### src/rtl/timer_pkg.sv
// Shared definitions for the memory-mapped countdown timer: FSM states,
// register offsets, CTRL bit positions and mode codes.
package timer_pkg;

    typedef enum logic [1:0] {
        IDLE = 2'd0,
        CNT  = 2'd1,
        INT  = 2'd2
    } state_t;

    localparam logic [1:0] ADDR_CTRL   = 2'd0;
    localparam logic [1:0] ADDR_PRESET = 2'd1;
    localparam logic [1:0] ADDR_COUNT  = 2'd2;

    localparam int CTRL_EN      = 0;
    localparam int CTRL_MODE_LO = 1;
    localparam int CTRL_MODE_HI = 2;
    localparam int CTRL_IM      = 3;

    localparam logic [1:0] MODE_ONESHOT = 2'd0;
    localparam logic [1:0] MODE_RELOAD  = 2'd1;

endpackage

### src/rtl/bus_timer.sv
// Countdown timer on the MEM-stage bus: CTRL/PRESET/COUNT registers, a
// one-shot or auto-reload countdown FSM, and an interrupt request to CP0.
module bus_timer
    import timer_pkg::*;
(
    input  logic        CLK,
    input  logic        reset,
    input  logic [1:0]  Addr,
    input  logic        WE,
    input  logic [31:0] DIN,
    output logic [31:0] DOUT,
    output logic        IRQ
);

    state_t      state, state_n;
    logic [3:0]  ctrl, ctrl_n;
    logic [31:0] preset, preset_n;
    logic [31:0] count, count_n;
    logic        pending, pending_n;

    logic wr_ctrl, wr_preset, en, reload;

    // Bus handshake: WE is a one-cycle strobe with no ready; a write with WE=1
    // is accepted at the rising edge it is sampled, reads are combinational.
    assign wr_ctrl   = WE && (Addr == ADDR_CTRL);
    assign wr_preset = WE && (Addr == ADDR_PRESET);
    assign en        = ctrl[CTRL_EN];
    assign reload    = (ctrl[CTRL_MODE_HI:CTRL_MODE_LO] == MODE_RELOAD);

    always_ff @(posedge CLK or posedge reset) begin
        if (reset) begin
            state   <= IDLE;
            ctrl    <= '0;
            preset  <= '0;
            count   <= '0;
            pending <= 1'b0;
        end else begin
            state   <= state_n;
            ctrl    <= ctrl_n;
            preset  <= preset_n;
            count   <= count_n;
            pending <= pending_n;
        end
    end

    always_comb begin
        state_n   = state;
        ctrl_n    = ctrl;
        preset_n  = preset;
        count_n   = count;
        pending_n = (wr_ctrl || wr_preset) ? 1'b0 : pending;

        if (wr_preset) preset_n = DIN;

        case (state)
            IDLE: begin
                if (en) begin
                    count_n = preset;
                    state_n = CNT;
                end
            end
            CNT: begin
                if (!en) begin
                    state_n = IDLE;
                end else if (count <= 32'd1) begin
                    // Covers PRESET=0 too: expire instead of wrapping below zero.
                    count_n   = '0;
                    pending_n = 1'b1;
                    state_n   = INT;
                    if (!reload) ctrl_n[CTRL_EN] = 1'b0;
                end else begin
                    count_n = count - 32'd1;
                end
            end
            INT: begin
                if (reload) begin
                    pending_n = 1'b0;
                    count_n   = preset;
                    state_n   = CNT;
                end else begin
                    state_n = IDLE;
                end
            end
            default: state_n = IDLE;
        endcase

        // Software CTRL write overrides the hardware Enable clear on the same edge.
        if (wr_ctrl) ctrl_n = DIN[3:0];
    end

    always_comb begin
        DOUT = '0;
        case (Addr)
            ADDR_CTRL:   DOUT = {28'd0, ctrl};
            ADDR_PRESET: DOUT = preset;
            ADDR_COUNT:  DOUT = count;
            default:     DOUT = '0;
        endcase
    end

    assign IRQ = pending & ctrl[CTRL_IM];

endmodule
### config.mk
export PLATFORM = sky130hd
export DESIGN_NAME = bus_timer
export DESIGN_NICKNAME = d
export VERILOG_FILES = /design/src/rtl/timer_pkg.sv /design/src/rtl/bus_timer.sv
export SDC_FILE = /design/constraint.sdc
export NUM_CORES = 1
export LEC_CHECK = 0
export CAP_MARGIN = 20
export CORE_MARGIN = 4
export CORE_UTILIZATION = 50
export CTS_BUF_LIST = sky130_fd_sc_hd__clkbuf_2
export DETAILED_ROUTE_END_ITERATION = 8
export PLACE_DENSITY = 0.79
export SETUP_SLACK_MARGIN = 0.2
export SLEW_MARGIN = 20
export SYNTH_ARGS = -nofsm -noshare
export SYNTH_HDL_FRONTEND = slang
export SYNTH_SLANG_ARGS = --single-unit
### constraint.sdc
create_clock -name CLK -period 3.25 [get_ports CLK]
set_clock_uncertainty 0.1 [all_clocks]
set_input_delay 0.975 -clock CLK [delete_from_list [all_inputs] [get_ports CLK]]
set_output_delay 0.975 -clock CLK [all_outputs]
set_load 0.005 [all_outputs]
# Yosys cells after proc, flatten, opt, wreduce, memory -nomap -nowiden
# Cells that the tools add are included.
# W data, S select, Z words.
[word_totals] register_bits=71 inputBits=37 word_cells=48
[op_classes] addsub=1 n_lt_le_gt_ge=1 eq_ne=9 n_mux=21 bitwise=1 n_reduce_logical=9
[op_table] operator="$pmux W32 S3" n=2
[op_table] operator="$mux W32" n=4
[op_table] operator="$le A32 B1 Y1 const B" n=1
[op_table] operator="$sub A32 B1 Y32 const B" n=1
[op_table] operator="$mux W1" n=10
[op_table] operator="$eq A2 B1 Y1 const B" n=3
[op_table] operator="$mux W2" n=3
[op_table] operator="$ne A2 B2 Y1 const B" n=3
[op_table] operator="$pmux W2 S3" n=1
[op_table] operator="$eq A2 B2 Y1 const B" n=2
[op_table] operator="$logic_not A2 Y1" n=2
[op_table] operator="$reduce_and A4 Y1" n=1
[op_table] operator="$ne A3 B3 Y1 const B" n=1
[op_table] operator="$reduce_bool A3 Y1" n=1
[op_table] operator="$logic_and A1 B1 Y1" n=2
[op_table] operator="$pmux W1 S2" n=1
[op_table] operator="$reduce_and A2 Y1" n=1
[op_table] operator="$reduce_bool A2 Y1" n=1
[op_table] operator="$and A1 B1 Y1" n=1
[op_table] operator="$logic_or A1 B1 Y1" n=1

# Logic depth before layout (Yosys ltp)
[logic_depth] word_depth=7 ltp_mapped=10

# Least setup slack after synthesis
# No wires, ideal clock.
[synth_path] kind="input-to-output" startpoint="in Addr[0]" endpoint="out DOUT[10]" t_arrival_ps=2205 slack_ps=-30 cell_stages=5 n_path_buf=3 path_cell_list="clkbuf_1 -> nor2b_1 -> clkbuf_1 -> buf_1 -> a22o_1"
[synth_via] elab_chain_cells=2 word_cells_on_any_way=4 cone_classes="2 x eq/ne; 1 x mux; 1 x reduce/logical"
[synth_lines] item="start: declaration" line_no="bus_timer.sv:8" text="input logic [1:0] Addr,"
[synth_lines] item="$eq A2 B2 Y1, or another cell as far along" line_no="bus_timer.sv:93" text="case (Addr)"
[synth_lines] item="$pmux W32 S3 (*)" line_no="bus_timer.sv:93"
[synth_lines] item="end: declaration" line_no="bus_timer.sv:11" text="output logic [31:0] DOUT,"
# Every way passes the cells marked *; elsewhere a longest branch is shown, timed or not.

# Worst setup path after layout
[layout_path] startpoint="in Addr[1]" endpoint="out DOUT[5]"
# Same word-level chain as after synthesis.

==> summary.md <==
| Metric | Value |
|---|---|
| Hold WC Path Type | `reg2reg` |
| Max Fanout on Critical Path | `8` |
| Syn_area_per_cell | `9.832 um2` |
| First-pass GRT wire length | `19590 um` |
| Die height | `98.34 um` |
| TritonCTS Buffers | `9` |
| Distinct cells, synth | `53` |
| Synth Area in Simple Gates | `14.08%` |
| Worst setup startpoint | `Addr[1]` |
| R2R Path Start | `count[27]` |
| Die W | `98.34 um` |
| Clk pin slew, worst setup/hold paths | `230 ps` |
| Starting Density | `51.99%` |
| Period utilization | `97.48%` |
| CTS sink count | `71` |
| Crit path DAT | `2090 ps` |
| Post-Synthesis Cells | `415` |
| Multiplexer area fraction after synthesis | `11.62%` |
| Synth area leader | `dfrtp_1` |
| Fin worst setup slack | `81.79 ps` |
| GRT Total Usage | `25.46%` |
| Core area | `0.007848 mm2` |
| Worst slew margin | `54.61%` |
| DIE AREA | `0.009670 mm2` |
| Total Routed Length | `12340 um` |
| Max-Cap Viols | `0` |
| Pre-CTS setup slack | `-442.5 ps` |
| IO Count | `70` |
| Area of the multi-input gates | `0.002152 mm2` |
| Vias in the first global route | `3750` |
| Main combinational cell family by area after synthesis | `compound AO/OA/AOI/OAI gates` |
| YS warnings | `0` |
| IO buf count | `69` |
| Compound-cell area share of the yosys netlist | `24.01%` |
| CP Capture Type | `output pin` |
| DRT iter0 DRCs | `379` |
| H-tree depth | `3` |
| Wire per inst | `20.07 um` |
| Synth Cell Area | `0.004080 mm2` |
| Hold_ws | `443.4 ps` |
| Final Max Tran Viols | `0` |
| Critical path class | `in2out` |
| Mapped Nets | `459` |
| Share of layout cells above drive strength 1 | `26.95%` |
| FP Rows | `32` |
| DP HPWL | `7728 um` |
| Fin nets | `551` |
| Register area share after synthesis | `43.54%` |
| Final setup viols | `0` |
| XOR/XNOR Fraction of Synth Area | `0%` |
| Number of flops mapped to enable cells by yosys | `0` |
| GRT Residual Overflow | `0` |
| Clk_lat worst skew | `530 ps` |
| Final Wtd Congestion | `0.9115` |
| Worst VDD drop | `0.3489 mV` |
| Post-DR vias/cell | `6.405` |
| CTS tree | `yes` |
| Unrepaired setup endpoints after global routing | `true` |
| Ys async rst share | `100.0%` |
| DRT Pass-1 Iters | `5` |
| Largest net degree at the start of global routing | `39` |
| Root buf cell | `clkbuf_2` |
| Leak | `0.002289 uW` |
| Register area | `0.001777 mm2` |
| Antenna Nets Post-Route | `0` |
| Adder-cell area share of the yosys netlist | `2.147%` |
| Area Overhead vs Synth | `30.42%` |
| HP Start | `preset[7]` |
| Synth Register Bits | `71` |
| Fillers | `612` |
| Req. time, crit path | `2170 ps` |
| CTS max path bufs | `2` |
| Highest clock rate | `315.6 MHz` |
| Initial antenna violation count | `1` |
| DRC | `0` |
| Synth Flop Type | `dfrtp_1` |
| Worst slew pin tran | `674.6 ps` |
| Status | `completed` |
| Final hold vios | `0` |
| PwrDens | `738.5 mW/mm2` |
| Vias | `3939` |
| Min Clock Period, post-route | `3168 ps` |
| Synth top area share | `43.54%` |
| Utilization after layout | `67.81%` |
| Startpoint types | `input pin` |
| Synth area leaders | `dfrtp_1, mux2_2, a22o_1, o21ai_0, a22oi_1` |
==> state kept, by name, summed over array words and instances, names as in the netlist <==
register and count:
count 32, preset 32, ctrl 4, state 2, pending 1
==> where the power goes <==
group / switching, uW / total [uW] / internal (uW)
combinational: 924 / 1720 / 798
sequential: 383 / 1550 / 1170
clock: 327 / 654 / 326
==> cell type report <==
type	count	share of cell area, %
clock inverters	7	2.093
clock buffers	9	0.8465
multi-input cells	298	40.44
flip-flops and latches	71	33.39
repair buffers	111	19.66
inverters	16	1.129
diodes	1	0.04703
well taps	102	2.398
==> worst paths after layout <==
path / slack, ps / depth (start not counted) / end
max: 80 / 9 / DOUT[5]
min: 440 / 2 / count[7]
max reg2reg: 320 / 6 / count[31]
min reg2reg: 440 / 2 / count[7]
max in group asynchronous: 1810 / 3 / preset[7]
min in group asynchronous: 630 / 2 / count[15]
==> routing by layer <==
metal  GRT usage [%]  up-vias  share of wire (%)
met1           32.07     1904                 41
li1                -     1749                  -
met5               0        -                  0
met3           5.000       56                7.9
met4           13.87        0                4.4
met2           41.13      230                 47
==> worst max-delay path, stage by stage <==
cell,delay [ps]
buf_8,100
nor2b_4,140
buf_6,110
buf_6,100
buf_6,100
buf_6,110
buf_16,140
a22o_1,180
buf_2,120
==> cell usage in the layout, fill, tap and decap left out, types with 12 or more instances in the layout <==
cell             synthesis  final
a22o_1                  35     35
buf_4                    0     23
clkdlybuf4s50_1          0     35
inv_1                   16     15
buf_2                    3     21
nand2_1                 32     32
a22oi_1                 17     17
dfrtp_1                 71     71
nor2_1                  24     24
clkbuf_2                 0     18
mux2_2                  35     35
a21oi_1                 12     12
o21ai_0                 31     30
==> synthesized netlist by cell type, types with 2 or more instances <==
cell type,instances
o31ai_1,2
o21ai_1,3
a32oi_1,2
a31oi_1,2
o41ai_1,2
nor2b_1,3
o22ai_1,7
a221o_1,2
a22o_1,35
o21ai_0,31
o31a_1,2
buf_2,3
clkbuf_1,20
a2bb2oi_1,2
ha_1,7
nor3_1,12
or4_1,9
nand2_1,32
a21oi_1,12
inv_1,16
and2_1,2
nand2b_1,3
o21a_1,3
nor2_1,24
mux2_2,35
or2_2,3
o311ai_1,2
dfrtp_1,71
buf_1,6
a22oi_1,17
o221ai_1,2
or3_1,10
nor3_2,2
mux2i_1,8
o2bb2ai_1,2
nor4_1,4
==> per-stage QoR <==
step | setup TNS, ps | cell area, um2 | total power, uW | instances
6_report | 0 | 5321 | 3930 | 615
5_1_grt | 0 | 5321 | 4170 | 615
4_1_cts | 0 | 5306 | 3873 | 611
3_5_place_dp | -13240 | 4975 | 3234 | 577
3_3_place_gp | -12650 | 4975 | 3163 | 577
2_1_floorplan | 0 | 4085 | 2579 | 415
==> timing repair <==
action,CTS,global route
endpoints found under the setup margin,33,31
gates resized for setup,128,21
hold buffers,0,0
cloned,5,0
setup buffers,13,3
pin swaps,2,11
==> cells by family after synthesis <==
logic type	after synthesis
AO/OA/AOI/OAI	137
adder cells (fa/ha/maj)	7
buffers and inverters	46
flip-flops	71
multiplexers	43
AND/OR/NAND/NOR	111
(Power assumes the default switching activity.)
